==> src/rtl/minisrc_ctrl_pkg.sv <==
// Shared encodings for the MiniSRC control unit: opcodes, states, control-bit
// positions and per-opcode sequence length.
package minisrc_ctrl_pkg;

  localparam int OP_W   = 5;
  localparam int BUS_W  = 8;
  localparam int LD_W   = 10;
  localparam int REG_W  = 6;
  localparam int ALU_W  = 13;

  localparam logic [OP_W-1:0] OP_LD   = 5'd0;
  localparam logic [OP_W-1:0] OP_LDI  = 5'd1;
  localparam logic [OP_W-1:0] OP_ST   = 5'd2;
  localparam logic [OP_W-1:0] OP_ADD  = 5'd3;
  localparam logic [OP_W-1:0] OP_SUB  = 5'd4;
  localparam logic [OP_W-1:0] OP_SHR  = 5'd5;
  localparam logic [OP_W-1:0] OP_SHRA = 5'd6;
  localparam logic [OP_W-1:0] OP_SHL  = 5'd7;
  localparam logic [OP_W-1:0] OP_ROR  = 5'd8;
  localparam logic [OP_W-1:0] OP_ROL  = 5'd9;
  localparam logic [OP_W-1:0] OP_AND  = 5'd10;
  localparam logic [OP_W-1:0] OP_OR   = 5'd11;
  localparam logic [OP_W-1:0] OP_ADDI = 5'd12;
  localparam logic [OP_W-1:0] OP_ANDI = 5'd13;
  localparam logic [OP_W-1:0] OP_ORI  = 5'd14;
  localparam logic [OP_W-1:0] OP_MUL  = 5'd15;
  localparam logic [OP_W-1:0] OP_DIV  = 5'd16;
  localparam logic [OP_W-1:0] OP_NEG  = 5'd17;
  localparam logic [OP_W-1:0] OP_NOT  = 5'd18;
  localparam logic [OP_W-1:0] OP_BR   = 5'd19;
  localparam logic [OP_W-1:0] OP_JR   = 5'd20;
  localparam logic [OP_W-1:0] OP_JAL  = 5'd21;
  localparam logic [OP_W-1:0] OP_IN   = 5'd22;
  localparam logic [OP_W-1:0] OP_OUT  = 5'd23;
  localparam logic [OP_W-1:0] OP_MFHI = 5'd24;
  localparam logic [OP_W-1:0] OP_MFLO = 5'd25;
  localparam logic [OP_W-1:0] OP_NOP  = 5'd26;
  localparam logic [OP_W-1:0] OP_HALT = 5'd27;

  typedef enum logic [3:0] {
    ST_T0 = 4'd0, ST_T1 = 4'd1, ST_T2 = 4'd2, ST_T3 = 4'd3,
    ST_T4 = 4'd4, ST_T5 = 4'd5, ST_T6 = 4'd6, ST_T7 = 4'd7,
    ST_IDLE = 4'd8, ST_HALT = 4'd9
  } state_t;

  typedef enum logic [3:0] {
    CL_RTYPE, CL_IMM, CL_LD, CL_LDI, CL_ST, CL_MULDIV, CL_UNARY, CL_BR,
    CL_JR, CL_JAL, CL_MFHI, CL_MFLO, CL_IN, CL_OUT, CL_NOP, CL_HALT
  } op_class_t;

  localparam int B_PC = 7, B_ZLO = 6, B_ZHI = 5, B_MDR = 4;
  localparam int B_HI = 3, B_LO = 2, B_INP = 1, B_C = 0;

  localparam int L_PC = 9, L_IR = 8, L_MAR = 7, L_MDR = 6, L_Y = 5;
  localparam int L_Z = 4, L_HI = 3, L_LO = 2, L_CON = 1, L_OUTP = 0;

  localparam int R_GRA = 5, R_GRB = 4, R_GRC = 3, R_RIN = 2, R_ROUT = 1, R_BA = 0;

  localparam int M_READ = 1, M_WRITE = 0;

  localparam int A_AND = 12, A_OR = 11, A_ADD = 10, A_SUB = 9, A_MUL = 8;
  localparam int A_DIV = 7, A_SHR = 6, A_SHRA = 5, A_SHL = 4, A_ROR = 3;
  localparam int A_ROL = 2, A_NEG = 1, A_NOT = 0;

  // Final T-step of each instruction; unlisted opcodes finish at T3.
  function automatic state_t last_step(input logic [OP_W-1:0] op);
    state_t s;
    case (op)
      OP_LD, OP_ST:                          s = ST_T7;
      OP_MUL, OP_DIV, OP_BR:                 s = ST_T6;
      OP_ADD, OP_SUB, OP_SHR, OP_SHRA, OP_SHL,
      OP_ROR, OP_ROL, OP_AND, OP_OR,
      OP_ADDI, OP_ANDI, OP_ORI, OP_LDI:      s = ST_T5;
      OP_JAL, OP_NEG, OP_NOT:                s = ST_T4;
      default:                               s = ST_T3;
    endcase
    return s;
  endfunction

endpackage

==> src/rtl/minisrc_op_decode.sv <==
// Combinational opcode decode: instruction class and the ALU one-hot used in
// that class's ALU step.
module minisrc_op_decode
  import minisrc_ctrl_pkg::*;
(
  input  logic [OP_W-1:0]  opcode,
  output op_class_t        op_class,
  output logic [ALU_W-1:0] alu
);

  always_comb begin
    op_class = CL_NOP;
    alu      = '0;
    case (opcode)
      OP_ADD:  begin op_class = CL_RTYPE;  alu[A_ADD]  = 1'b1; end
      OP_SUB:  begin op_class = CL_RTYPE;  alu[A_SUB]  = 1'b1; end
      OP_SHR:  begin op_class = CL_RTYPE;  alu[A_SHR]  = 1'b1; end
      OP_SHRA: begin op_class = CL_RTYPE;  alu[A_SHRA] = 1'b1; end
      OP_SHL:  begin op_class = CL_RTYPE;  alu[A_SHL]  = 1'b1; end
      OP_ROR:  begin op_class = CL_RTYPE;  alu[A_ROR]  = 1'b1; end
      OP_ROL:  begin op_class = CL_RTYPE;  alu[A_ROL]  = 1'b1; end
      OP_AND:  begin op_class = CL_RTYPE;  alu[A_AND]  = 1'b1; end
      OP_OR:   begin op_class = CL_RTYPE;  alu[A_OR]   = 1'b1; end
      OP_ADDI: begin op_class = CL_IMM;    alu[A_ADD]  = 1'b1; end
      OP_ANDI: begin op_class = CL_IMM;    alu[A_AND]  = 1'b1; end
      OP_ORI:  begin op_class = CL_IMM;    alu[A_OR]   = 1'b1; end
      OP_LD:   begin op_class = CL_LD;     alu[A_ADD]  = 1'b1; end
      OP_LDI:  begin op_class = CL_LDI;    alu[A_ADD]  = 1'b1; end
      OP_ST:   begin op_class = CL_ST;     alu[A_ADD]  = 1'b1; end
      OP_MUL:  begin op_class = CL_MULDIV; alu[A_MUL]  = 1'b1; end
      OP_DIV:  begin op_class = CL_MULDIV; alu[A_DIV]  = 1'b1; end
      OP_NEG:  begin op_class = CL_UNARY;  alu[A_NEG]  = 1'b1; end
      OP_NOT:  begin op_class = CL_UNARY;  alu[A_NOT]  = 1'b1; end
      OP_BR:   begin op_class = CL_BR;     alu[A_ADD]  = 1'b1; end
      OP_JR:   op_class = CL_JR;
      OP_JAL:  op_class = CL_JAL;
      OP_MFHI: op_class = CL_MFHI;
      OP_MFLO: op_class = CL_MFLO;
      OP_IN:   op_class = CL_IN;
      OP_OUT:  op_class = CL_OUT;
      OP_HALT: op_class = CL_HALT;
      default: op_class = CL_NOP;
    endcase
  end

endmodule

==> src/rtl/minisrc_control_unit.sv <==
// MiniSRC microsequencer: fetch/decode/execute stepping with halt/run control.
// Optional memory-wait handshake on Mem_Ready when CU_MEMWAIT_EN is defined.
//
//   state | meaning
//   IDLE  | after reset, waiting for AUTO_RUN or Run
//   T0-T2 | instruction fetch
//   T3-T7 | execute, length set by opcode
//   HALT  | halt executed, waiting for Run
module minisrc_control_unit
  import minisrc_ctrl_pkg::*;
#(
  parameter int   WORD_W   = 32,
  parameter int   OPCODE_W = 5,
  parameter logic AUTO_RUN = 1'b1
) (
  input  logic              Clock,
  input  logic              Clear,
  input  logic [WORD_W-1:0] IR,
  input  logic              Con_FF,
  input  logic              Mem_Ready,
  input  logic              Run,
  output logic [BUS_W-1:0]  Bus_Sel,
  output logic [LD_W-1:0]   Ld_Sel,
  output logic [REG_W-1:0]  Reg_Ctl,
  output logic [1:0]        Mem_Ctl,
  output logic              IncPC,
  output logic [ALU_W-1:0]  Alu_Sel,
  output logic [3:0]        Step,
  output logic              Halted
);

  state_t           state, state_nx;
  op_class_t        op_class;
  logic [ALU_W-1:0] alu_dec;
  logic [OPCODE_W-1:0] opcode;
  logic             mem_hold;

  assign opcode = IR[WORD_W-1 -: OPCODE_W];

  logic unused_ir;
  assign unused_ir = ^IR[WORD_W-OPCODE_W-1:0];

  minisrc_op_decode u_op_decode (
    .opcode   (opcode),
    .op_class (op_class),
    .alu      (alu_dec)
  );

  always_ff @(posedge Clock or negedge Clear) begin
    if (!Clear) state <= ST_IDLE;
    else        state <= state_nx;
  end

`ifdef CU_MEMWAIT_EN
  assign mem_hold = !Mem_Ready &&
                    ((state == ST_T1) ||
                     (state == ST_T6 && op_class == CL_LD) ||
                     (state == ST_T7 && op_class == CL_ST));
`else
  assign mem_hold = 1'b0;
  logic unused_mem_ready;
  assign unused_mem_ready = Mem_Ready;
`endif

  always_comb begin
    state_nx = state;
    case (state)
      ST_IDLE: if (AUTO_RUN || Run) state_nx = ST_T0;
      ST_HALT: if (Run) state_nx = ST_T0;
      ST_T0, ST_T1, ST_T2, ST_T3, ST_T4, ST_T5, ST_T6, ST_T7: begin
        if (mem_hold)
          state_nx = state;
        else if (state == last_step(opcode))
          state_nx = (op_class == CL_HALT) ? ST_HALT : ST_T0;
        else
          state_nx = state_t'(state + 4'd1);
      end
      default: state_nx = ST_IDLE;
    endcase
  end

  assign Step   = state;
  assign Halted = (state == ST_HALT);

  // Control outputs: pure decode of the registered state and IR.
  always_comb begin
    Bus_Sel = '0;
    Ld_Sel  = '0;
    Reg_Ctl = '0;
    Mem_Ctl = '0;
    IncPC   = 1'b0;
    Alu_Sel = '0;
    case (state)
      ST_T0: begin
        Bus_Sel[B_PC] = 1'b1; Ld_Sel[L_MAR] = 1'b1; IncPC = 1'b1; Ld_Sel[L_Z] = 1'b1;
      end
      ST_T1: begin
        Bus_Sel[B_ZLO] = 1'b1; Ld_Sel[L_PC] = 1'b1; Mem_Ctl[M_READ] = 1'b1; Ld_Sel[L_MDR] = 1'b1;
      end
      ST_T2: begin
        Bus_Sel[B_MDR] = 1'b1; Ld_Sel[L_IR] = 1'b1;
      end
      ST_T3, ST_T4, ST_T5, ST_T6, ST_T7: begin
        case (op_class)
          CL_RTYPE, CL_IMM: begin
            if (state == ST_T3) begin
              Reg_Ctl[R_GRB] = 1'b1; Reg_Ctl[R_ROUT] = 1'b1; Ld_Sel[L_Y] = 1'b1;
            end else if (state == ST_T4) begin
              if (op_class == CL_RTYPE) begin
                Reg_Ctl[R_GRC] = 1'b1; Reg_Ctl[R_ROUT] = 1'b1;
              end else begin
                Bus_Sel[B_C] = 1'b1;
              end
              Alu_Sel = alu_dec; Ld_Sel[L_Z] = 1'b1;
            end else if (state == ST_T5) begin
              Bus_Sel[B_ZLO] = 1'b1; Reg_Ctl[R_GRA] = 1'b1; Reg_Ctl[R_RIN] = 1'b1;
            end
          end
          CL_LD, CL_LDI, CL_ST: begin
            case (state)
              ST_T3: begin
                Reg_Ctl[R_GRB] = 1'b1; Reg_Ctl[R_BA] = 1'b1; Ld_Sel[L_Y] = 1'b1;
              end
              ST_T4: begin
                Bus_Sel[B_C] = 1'b1; Alu_Sel = alu_dec; Ld_Sel[L_Z] = 1'b1;
              end
              ST_T5: begin
                Bus_Sel[B_ZLO] = 1'b1;
                if (op_class == CL_LDI) begin
                  Reg_Ctl[R_GRA] = 1'b1; Reg_Ctl[R_RIN] = 1'b1;
                end else begin
                  Ld_Sel[L_MAR] = 1'b1;
                end
              end
              ST_T6: begin
                Ld_Sel[L_MDR] = 1'b1;
                if (op_class == CL_ST) begin
                  Reg_Ctl[R_GRA] = 1'b1; Reg_Ctl[R_ROUT] = 1'b1;
                end else begin
                  Mem_Ctl[M_READ] = 1'b1;
                end
              end
              default: begin
                if (op_class == CL_ST) begin
                  Mem_Ctl[M_WRITE] = 1'b1;
                end else begin
                  Bus_Sel[B_MDR] = 1'b1; Reg_Ctl[R_GRA] = 1'b1; Reg_Ctl[R_RIN] = 1'b1;
                end
              end
            endcase
          end
          CL_MULDIV: begin
            case (state)
              ST_T3: begin
                Reg_Ctl[R_GRA] = 1'b1; Reg_Ctl[R_ROUT] = 1'b1; Ld_Sel[L_Y] = 1'b1;
              end
              ST_T4: begin
                Reg_Ctl[R_GRB] = 1'b1; Reg_Ctl[R_ROUT] = 1'b1; Alu_Sel = alu_dec; Ld_Sel[L_Z] = 1'b1;
              end
              ST_T5: begin
                Bus_Sel[B_ZLO] = 1'b1; Ld_Sel[L_LO] = 1'b1;
              end
              default: begin
                Bus_Sel[B_ZHI] = 1'b1; Ld_Sel[L_HI] = 1'b1;
              end
            endcase
          end
          CL_UNARY: begin
            if (state == ST_T3) begin
              Reg_Ctl[R_GRB] = 1'b1; Reg_Ctl[R_ROUT] = 1'b1; Alu_Sel = alu_dec; Ld_Sel[L_Z] = 1'b1;
            end else begin
              Bus_Sel[B_ZLO] = 1'b1; Reg_Ctl[R_GRA] = 1'b1; Reg_Ctl[R_RIN] = 1'b1;
            end
          end
          CL_BR: begin
            case (state)
              ST_T3: begin
                Reg_Ctl[R_GRA] = 1'b1; Reg_Ctl[R_ROUT] = 1'b1; Ld_Sel[L_CON] = 1'b1;
              end
              ST_T4: begin
                Bus_Sel[B_PC] = 1'b1; Ld_Sel[L_Y] = 1'b1;
              end
              ST_T5: begin
                Bus_Sel[B_C] = 1'b1; Alu_Sel = alu_dec; Ld_Sel[L_Z] = 1'b1;
              end
              default: begin
                Bus_Sel[B_ZLO] = Con_FF; Ld_Sel[L_PC] = Con_FF;
              end
            endcase
          end
          CL_JR: begin
            Reg_Ctl[R_GRA] = 1'b1; Reg_Ctl[R_ROUT] = 1'b1; Ld_Sel[L_PC] = 1'b1;
          end
          CL_JAL: begin
            if (state == ST_T3) begin
              Bus_Sel[B_PC] = 1'b1; Reg_Ctl[R_GRB] = 1'b1; Reg_Ctl[R_RIN] = 1'b1;
            end else begin
              Reg_Ctl[R_GRA] = 1'b1; Reg_Ctl[R_ROUT] = 1'b1; Ld_Sel[L_PC] = 1'b1;
            end
          end
          CL_MFHI, CL_MFLO, CL_IN: begin
            Bus_Sel[B_HI]  = (op_class == CL_MFHI);
            Bus_Sel[B_LO]  = (op_class == CL_MFLO);
            Bus_Sel[B_INP] = (op_class == CL_IN);
            Reg_Ctl[R_GRA] = 1'b1; Reg_Ctl[R_RIN] = 1'b1;
          end
          CL_OUT: begin
            Reg_Ctl[R_GRA] = 1'b1; Reg_Ctl[R_ROUT] = 1'b1; Ld_Sel[L_OUTP] = 1'b1;
          end
          default: ;
        endcase
      end
      default: ;
    endcase
  end

endmodule
==> config.mk <==
export PLATFORM = sky130hd
export DESIGN_NAME = minisrc_control_unit
export DESIGN_NICKNAME = d
export VERILOG_FILES = /design/src/rtl/minisrc_ctrl_pkg.sv /design/src/rtl/minisrc_op_decode.sv /design/src/rtl/minisrc_control_unit.sv
export SDC_FILE = /design/constraint.sdc
export NUM_CORES = 1
export LEC_CHECK = 0
export ABC_CLOCK_PERIOD_IN_PS = 4700
export CORE_MARGIN = 10
export CORE_UTILIZATION = 44
export CTS_CLUSTER_SIZE = 12
export DETAILED_ROUTE_END_ITERATION = 8
export HOLD_SLACK_MARGIN = 0.08
export PLACE_DENSITY = 0.88
export SYNTH_ARGS = -nofsm -noshare
export SYNTH_HDL_FRONTEND = slang
export SYNTH_SLANG_ARGS = --single-unit
==> constraint.sdc <==
create_clock -name Clock -period 4.7 [get_ports Clock]
set_input_delay 0.94 -clock Clock [delete_from_list [all_inputs] [get_ports Clock]]
set_output_delay 0.94 -clock Clock [all_outputs]
set_load 0.005 [all_outputs]
# [Yosys cells after proc, flatten, opt, wreduce, memory -nomap -nowiden]
# Memory sizes are Yosys's and may differ from the RTL's.
# Cells that the tools add are included.
[totals] rom_bits=96 reg_bits=4 memories=1 output_inout_bits=45 inputBits=37
[op_classes] n_reduce_logical=27 eq_ne=51 add_sub_neg=1 muxes=90
[mem_list] memory="(no name shown)" words=32 word_bits=3 rd=1 rd_clocked_by_memory_dff=0 wr=0 line_no="minisrc_ctrl_pkg.sv:68" text="case (op)"
[ops] cell="13-bit 2-to-1 mux" n=5
[ops] cell="4-bit one-hot mux with 15 select lines" n=1
[ops] cell="5-bit == test, second input constant" n=11
[ops] cell="13-bit one-hot mux with 4 select lines" n=1
[ops] cell="1-bit 2-to-1 mux" n=50
[ops] cell="5-bit by 4-bit == test with 1-bit output, second input constant" n=8
[ops] cell="4-bit == test, second input constant" n=9
[ops] cell="4-bit by 3-bit == test with 1-bit output, second input constant" n=8
[ops] cell="4-bit 2-to-1 mux" n=6
[ops] cell="1-bit one-hot mux with 2 select lines" n=12
[ops] cell="5-bit by 3-bit == test with 1-bit output, second input constant" n=4
[ops] cell="2-bit OR reduction" n=10
[ops] cell="4-bit by 2-bit == test with 1-bit output, second input constant" n=4
[ops] cell="3-bit OR reduction" n=5
[ops] cell="4-bit one-hot mux with 3 select lines" n=1
[ops] cell="6-bit OR reduction" n=2
[ops] cell="5-bit by 2-bit == test with 1-bit output, second input constant" n=2
[ops] cell="1-bit one-hot mux with 5 select lines" n=2
[ops] cell="5-bit OR reduction" n=2
[ops] cell="1-bit one-hot mux with 3 select lines" n=3
[ops] cell="9-bit OR reduction" n=1
[ops] cell="4-bit by 1-bit == test with 1-bit output, second input constant" n=2
[ops] cell="4-bit zero test" n=2
[ops] cell="2-bit 2-to-1 mux" n=4
[ops] cell="other kinds (12)" n=14

# [Logic depth before layout (Yosys ltp)]
[depth] depth_word=9 ltp_mapped=11 mapped_depth_nobuf=8

# [By module]
# From an unflattened synthesis, not the netlist that was laid out.
[hier_totals] cells_unflattened=230 area_unflattened_um2=1508.9
[modules_own_cells] module="minisrc_control_unit" cells_each=182 area_each_um2=1212.4 seq_area_each_um2=101.3 instances=1
[modules_own_cells] module="minisrc_op_decode" cells_each=48 area_each_um2=296.5 seq_area_each_um2=0.0 instances=1

# [Least setup slack after synthesis]
# OpenSTA, ideal clock, no wires.
[synth_path] path_type="input to output" startpoint="input port IR[27]" endpoint="output port Reg_Ctl[5]" stages=10 path_buffers=2 arrival_time_ns=2.736 slack_ns=1.024 t_required_ns=3.760 path_cell_list="inv_1 ha_1 nor4b_1 a211oi_1 and2_1 buf_2 buf_2 nor2_1 a31oi_1 a311oi_1"
[synth_between] elab_chain_len=8
[synth_rtl] element="start: declaration" line_no="minisrc_control_unit.sv:18" text="input logic [WORD_W-1:0] IR,"
[synth_rtl] element="5-bit by 4-bit == test with 1-bit output, or another cell as far along" line_no="minisrc_op_decode.sv:14" text="case (opcode)"
[synth_rtl] element="9-bit OR reduction (no source line), or another cell as far along"
[synth_rtl] element="4-bit one-hot mux with 15 select lines *" line_no="minisrc_op_decode.sv:14"
[synth_rtl] element="4-bit by 3-bit == test with 1-bit output or 4-bit by 2-bit == test with 1-bit output (tied branches)"
[synth_rtl] element="1-bit 2-to-1 mux, on equally long branches" line_no="minisrc_control_unit.sv:144, minisrc_control_unit.sv:129, minisrc_control_unit.sv:137"
[synth_rtl] element="1-bit one-hot mux with 3 select lines" line_no="minisrc_control_unit.sv:120" text="case (state)"
[synth_rtl] element="1-bit one-hot mux with 5 select lines *" line_no="minisrc_control_unit.sv:104" text="case (op_class)"
[synth_rtl] element="6-bit 2-to-1 mux *" line_no="minisrc_control_unit.sv:93" text="case (state)"
[synth_rtl] element="end: declaration" line_no="minisrc_control_unit.sv:24" text="output logic [REG_W-1:0] Reg_Ctl,"
# Every way passes the cells marked *; elsewhere a longest branch is shown, timed or not.

# [Worst setup path after layout]
[layout_path] startpoint="input port IR[27]" endpoint="output port Mem_Ctl[1]"
[layout_between] elab_chain_len=8
[layout_rtl] element="5-bit by 4-bit == test with 1-bit output, or another cell as far along" line_no="minisrc_op_decode.sv:14"
[layout_rtl] element="9-bit OR reduction (no source line), or another cell as far along"
[layout_rtl] element="4-bit one-hot mux with 15 select lines *" line_no="minisrc_op_decode.sv:14"
[layout_rtl] element="4-bit by 3-bit == test with 1-bit output" line_no="minisrc_control_unit.sv:104, minisrc_control_unit.sv:137"
[layout_rtl] element="1-bit 2-to-1 mux" line_no="minisrc_control_unit.sv:137" text="if (op_class == CL_ST) begin"
[layout_rtl] element="1-bit 2-to-1 mux" line_no="minisrc_control_unit.sv:120"
[layout_rtl] element="2-bit 2-to-1 mux *" line_no="minisrc_control_unit.sv:104"
[layout_rtl] element="1-bit one-hot mux with 2 select lines *" line_no="minisrc_control_unit.sv:93"
[layout_rtl] element="end: declaration" line_no="minisrc_control_unit.sv:25" text="output logic [1:0] Mem_Ctl,"
# Marks and branches as above.

==> results_dict.tcl <==
set metrics [dict create \
    status "complete, no violations" \
    required_ps 3760 \
    crit_cells 11 \
    path_buf_inv 4 \
    fin_cells 380 \
    vias_per_cell 5.94 \
    crit_arrival_ps 3700 \
    tightest_slew_ps 458 \
    drt_iter0_drc 307 \
    synth_area_mm2 0.00163 \
    start_util 0.448 \
    fin_crit_sh 0.988 \
    hold_viol_final 0 \
    numPlacedInstances 376 \
    cts_buffers 3 \
    power.leakage_nw 1.08 \
    ys_top_cells_by_count "26 x nand2_1, 24 x nor2_1, 15 x nor3_1" \
    timing.rr.end "Step[3]" \
    largest_reg_flops 4 \
    min_period_ps 4640 \
    ys_async_sr_fraction 1.00 \
    reg2reg_setup_slack_ps 2560 \
    fmax_ghz 0.215 \
    fin_tns_setup_ps 0 \
    grt_pass1_vias 2148 \
    cts_sinks 4 \
    worstHoldStart "Step[3]" \
    r2r_cells 4 \
    ys_types 58 \
    maxCapViolCount 0 \
    syn_nets 290 \
    grt_use_total 0.176 \
    drv_slew 0 \
    min_path_cells 2 \
    drc 0 \
    antenna_left 0 \
    gp_congestion 0.965 \
    setup_violations 0 \
    fillers 281 \
    postCtsSetupRepairBufs 0 \
    clk_pin_slew_ps 30 \
    critPathKind "input port to output pin" \
    cts_max_level 1 \
    nets 379 \
    grt_pass1_wl_um 9730 \
    ios 82 \
    grt.overflow.total 0 \
    root_buffer "clkbuf_8" \
    rows 22 \
    crit_path_top_delay_cell "clkdlybuf4s50_1" \
    power_density_mw_per_mm2 249 \
    drive_gt1_frac 0.250 \
    clk_latency_ps 220 \
    antenna_found_initial 0 \
    clock_path_buffers 2 \
    fp.dieH_um 80.8 \
    chipWidth_um 80.8 \
    yosys_register_bits 4 \
    yosysMostFrequentCell "nand2_1" \
    cts_tree "done" \
    power_uw 658 \
    relSlewSlack 0.695 \
    yosysTopAreaCellShare 0.0691 \
    insertedDiodeCount 0 \
    synthTopCellsByArea "ha_1 6.9%, nand2_1 6.0%, nor2_1 5.5%" \
    synth_flop_cell "dfrtp_1" \
    io_buffers 53 \
    area_growth_pct 62.4 \
    drt_wl_total_um 6300 \
    routedWlPerCell_um 16.6 \
    ys_warn_count 0 \
    critPathTopFamily "buffers and inverters" \
    synth_edf_count 0 \
    cp_cell_sequence "dlygate4sd2_1, inv_1, ha_4, or2_2, a22oi_2, nand3_1, buf_4, nor3_2, o2111ai_1, o31ai_1, clkdlybuf4s50_1" \
    finClkSkew_ps 6.04 \
    syn_inst 244 \
    cp-end-kind "output pin" \
    synth_top_area_cell "ha_1" \
    hold_path_class "register to register" \
    slowest_delay_ps 560 \
    vias 2258 \
    worstReg2RegStart "Step[1]" \
    dp_hpwl_um 4550 \
    grt_start_max_net_pins 26 \
    startpoint_type "input port" \
    ir_worst_vdd_mv 0.304 \
    ys_seq_area_frac 0.0622 \
    core_area_mm2 0.00363 \
    avgSynthCellArea_um2 6.68 \
    dieArea_mm2 0.00654 \
    min_to "Step[3]" \
    worstPathMaxFanout 5 \
    dr.pass1.iters 5 \
]
[per-stage QoR]
stage / hold WS [ps] / setup WS [ps] / cell area, µm² / util
after floorplan: 628 / 1020 / 1630 / -
after global placement: 665 / -152 / 2500 / 0.689
after detailed placement: 694 / -181 / 2500 / 0.689
after CTS: 703 / 4.16 / 2580 / 0.710
after global routing: 731 / -102 / 2650 / 0.728
final: 696 / 56.7 / 2650 / 0.728
[power by group]
group	switching (mW)	total (mW)	internal, mW
Clock	0.0178	0.0757	0.0579
Sequential	0.0379	0.0892	0.0513
Combinational	0.244	0.493	0.249
Total	0.300	0.658	0.359
[routing by layer]
layer / GRT usage / routed length, µm
met1: 0.207 / 2370
met4: 0.0536 / 91
met2: 0.311 / 3150
met3: 0.0386 / 695
met5: 0 / 0
[worst min-delay path, cell delays in order, from the launching register on]
cell and delay, ps:
dfstp_2 430, nor2_1 170, a21oi_1 90
[cells in the final DEF (no fill, tap or decap), types with 3 or more instances in the layout]
cell,synthesis,routed
a211oi_1,4,3
a21oi_1,14,14
and2_1,6,6
buf_4,4,53
clkbuf_8,0,3
clkdlybuf4s50_1,0,47
dfrtp_1,3,3
dlygate4sd2_1,0,3
dlymetal6s2s_1,0,3
ha_1,9,5
ha_4,0,4
inv_1,11,10
mux2i_1,5,5
nand2_1,26,25
nand2b_1,7,7
nand3_1,7,7
nor2_1,24,24
nor2b_1,7,7
nor3_1,15,14
nor3_2,2,3
nor4_1,7,7
o2111ai_1,3,3
o211ai_1,4,4
o21ai_0,10,10
o21bai_1,4,4
o31ai_1,4,3
or3_1,3,3
xnor2_1,3,3
[how the worst max path moves through the flow]
stage / slack (ps) / to / start
5_1_grt: -100 / Reg_Ctl[1] / IR[27]
3_5_place_dp: -180 / Alu_Sel[5] / IR[27]
4_1_cts: 4 / Ld_Sel[5] / IR[30]
6_report: 60 / Mem_Ctl[1] / IR[27]
3_3_place_gp: -150 / Reg_Ctl[5] / IR[27]
2_1_floorplan: 1020 / Reg_Ctl[5] / IR[27]
[cell families after synthesis]
logic type | after synthesis | synth area share
flops | 4 | 0.0622
buf+inv | 35 | 0.119
xor+xnor | 5 | 0.0353
simple gates | 120 | 0.393
compound gates | 65 | 0.283
fa+ha+maj | 9 | 0.0691
mux | 6 | 0.0376
[repair_timing]
action / CTS / global route
endpoints found under the setup margin: 27 / 29
hold buffers: 0 / 0
pin swaps: 3 / 1
resized for setup: 12 / 11
[area by class of cell]
type                       instances  area, µm²  area share
clock buffer                       4       45.0      0.0170
inverter                          11       41.3      0.0156
multi-input combinational        205       1430       0.539
sequential                         4        101      0.0383
tap                               48       60.1      0.0227
timing repair buffer             108        972       0.367
Power figures use the tool's default switching activity.
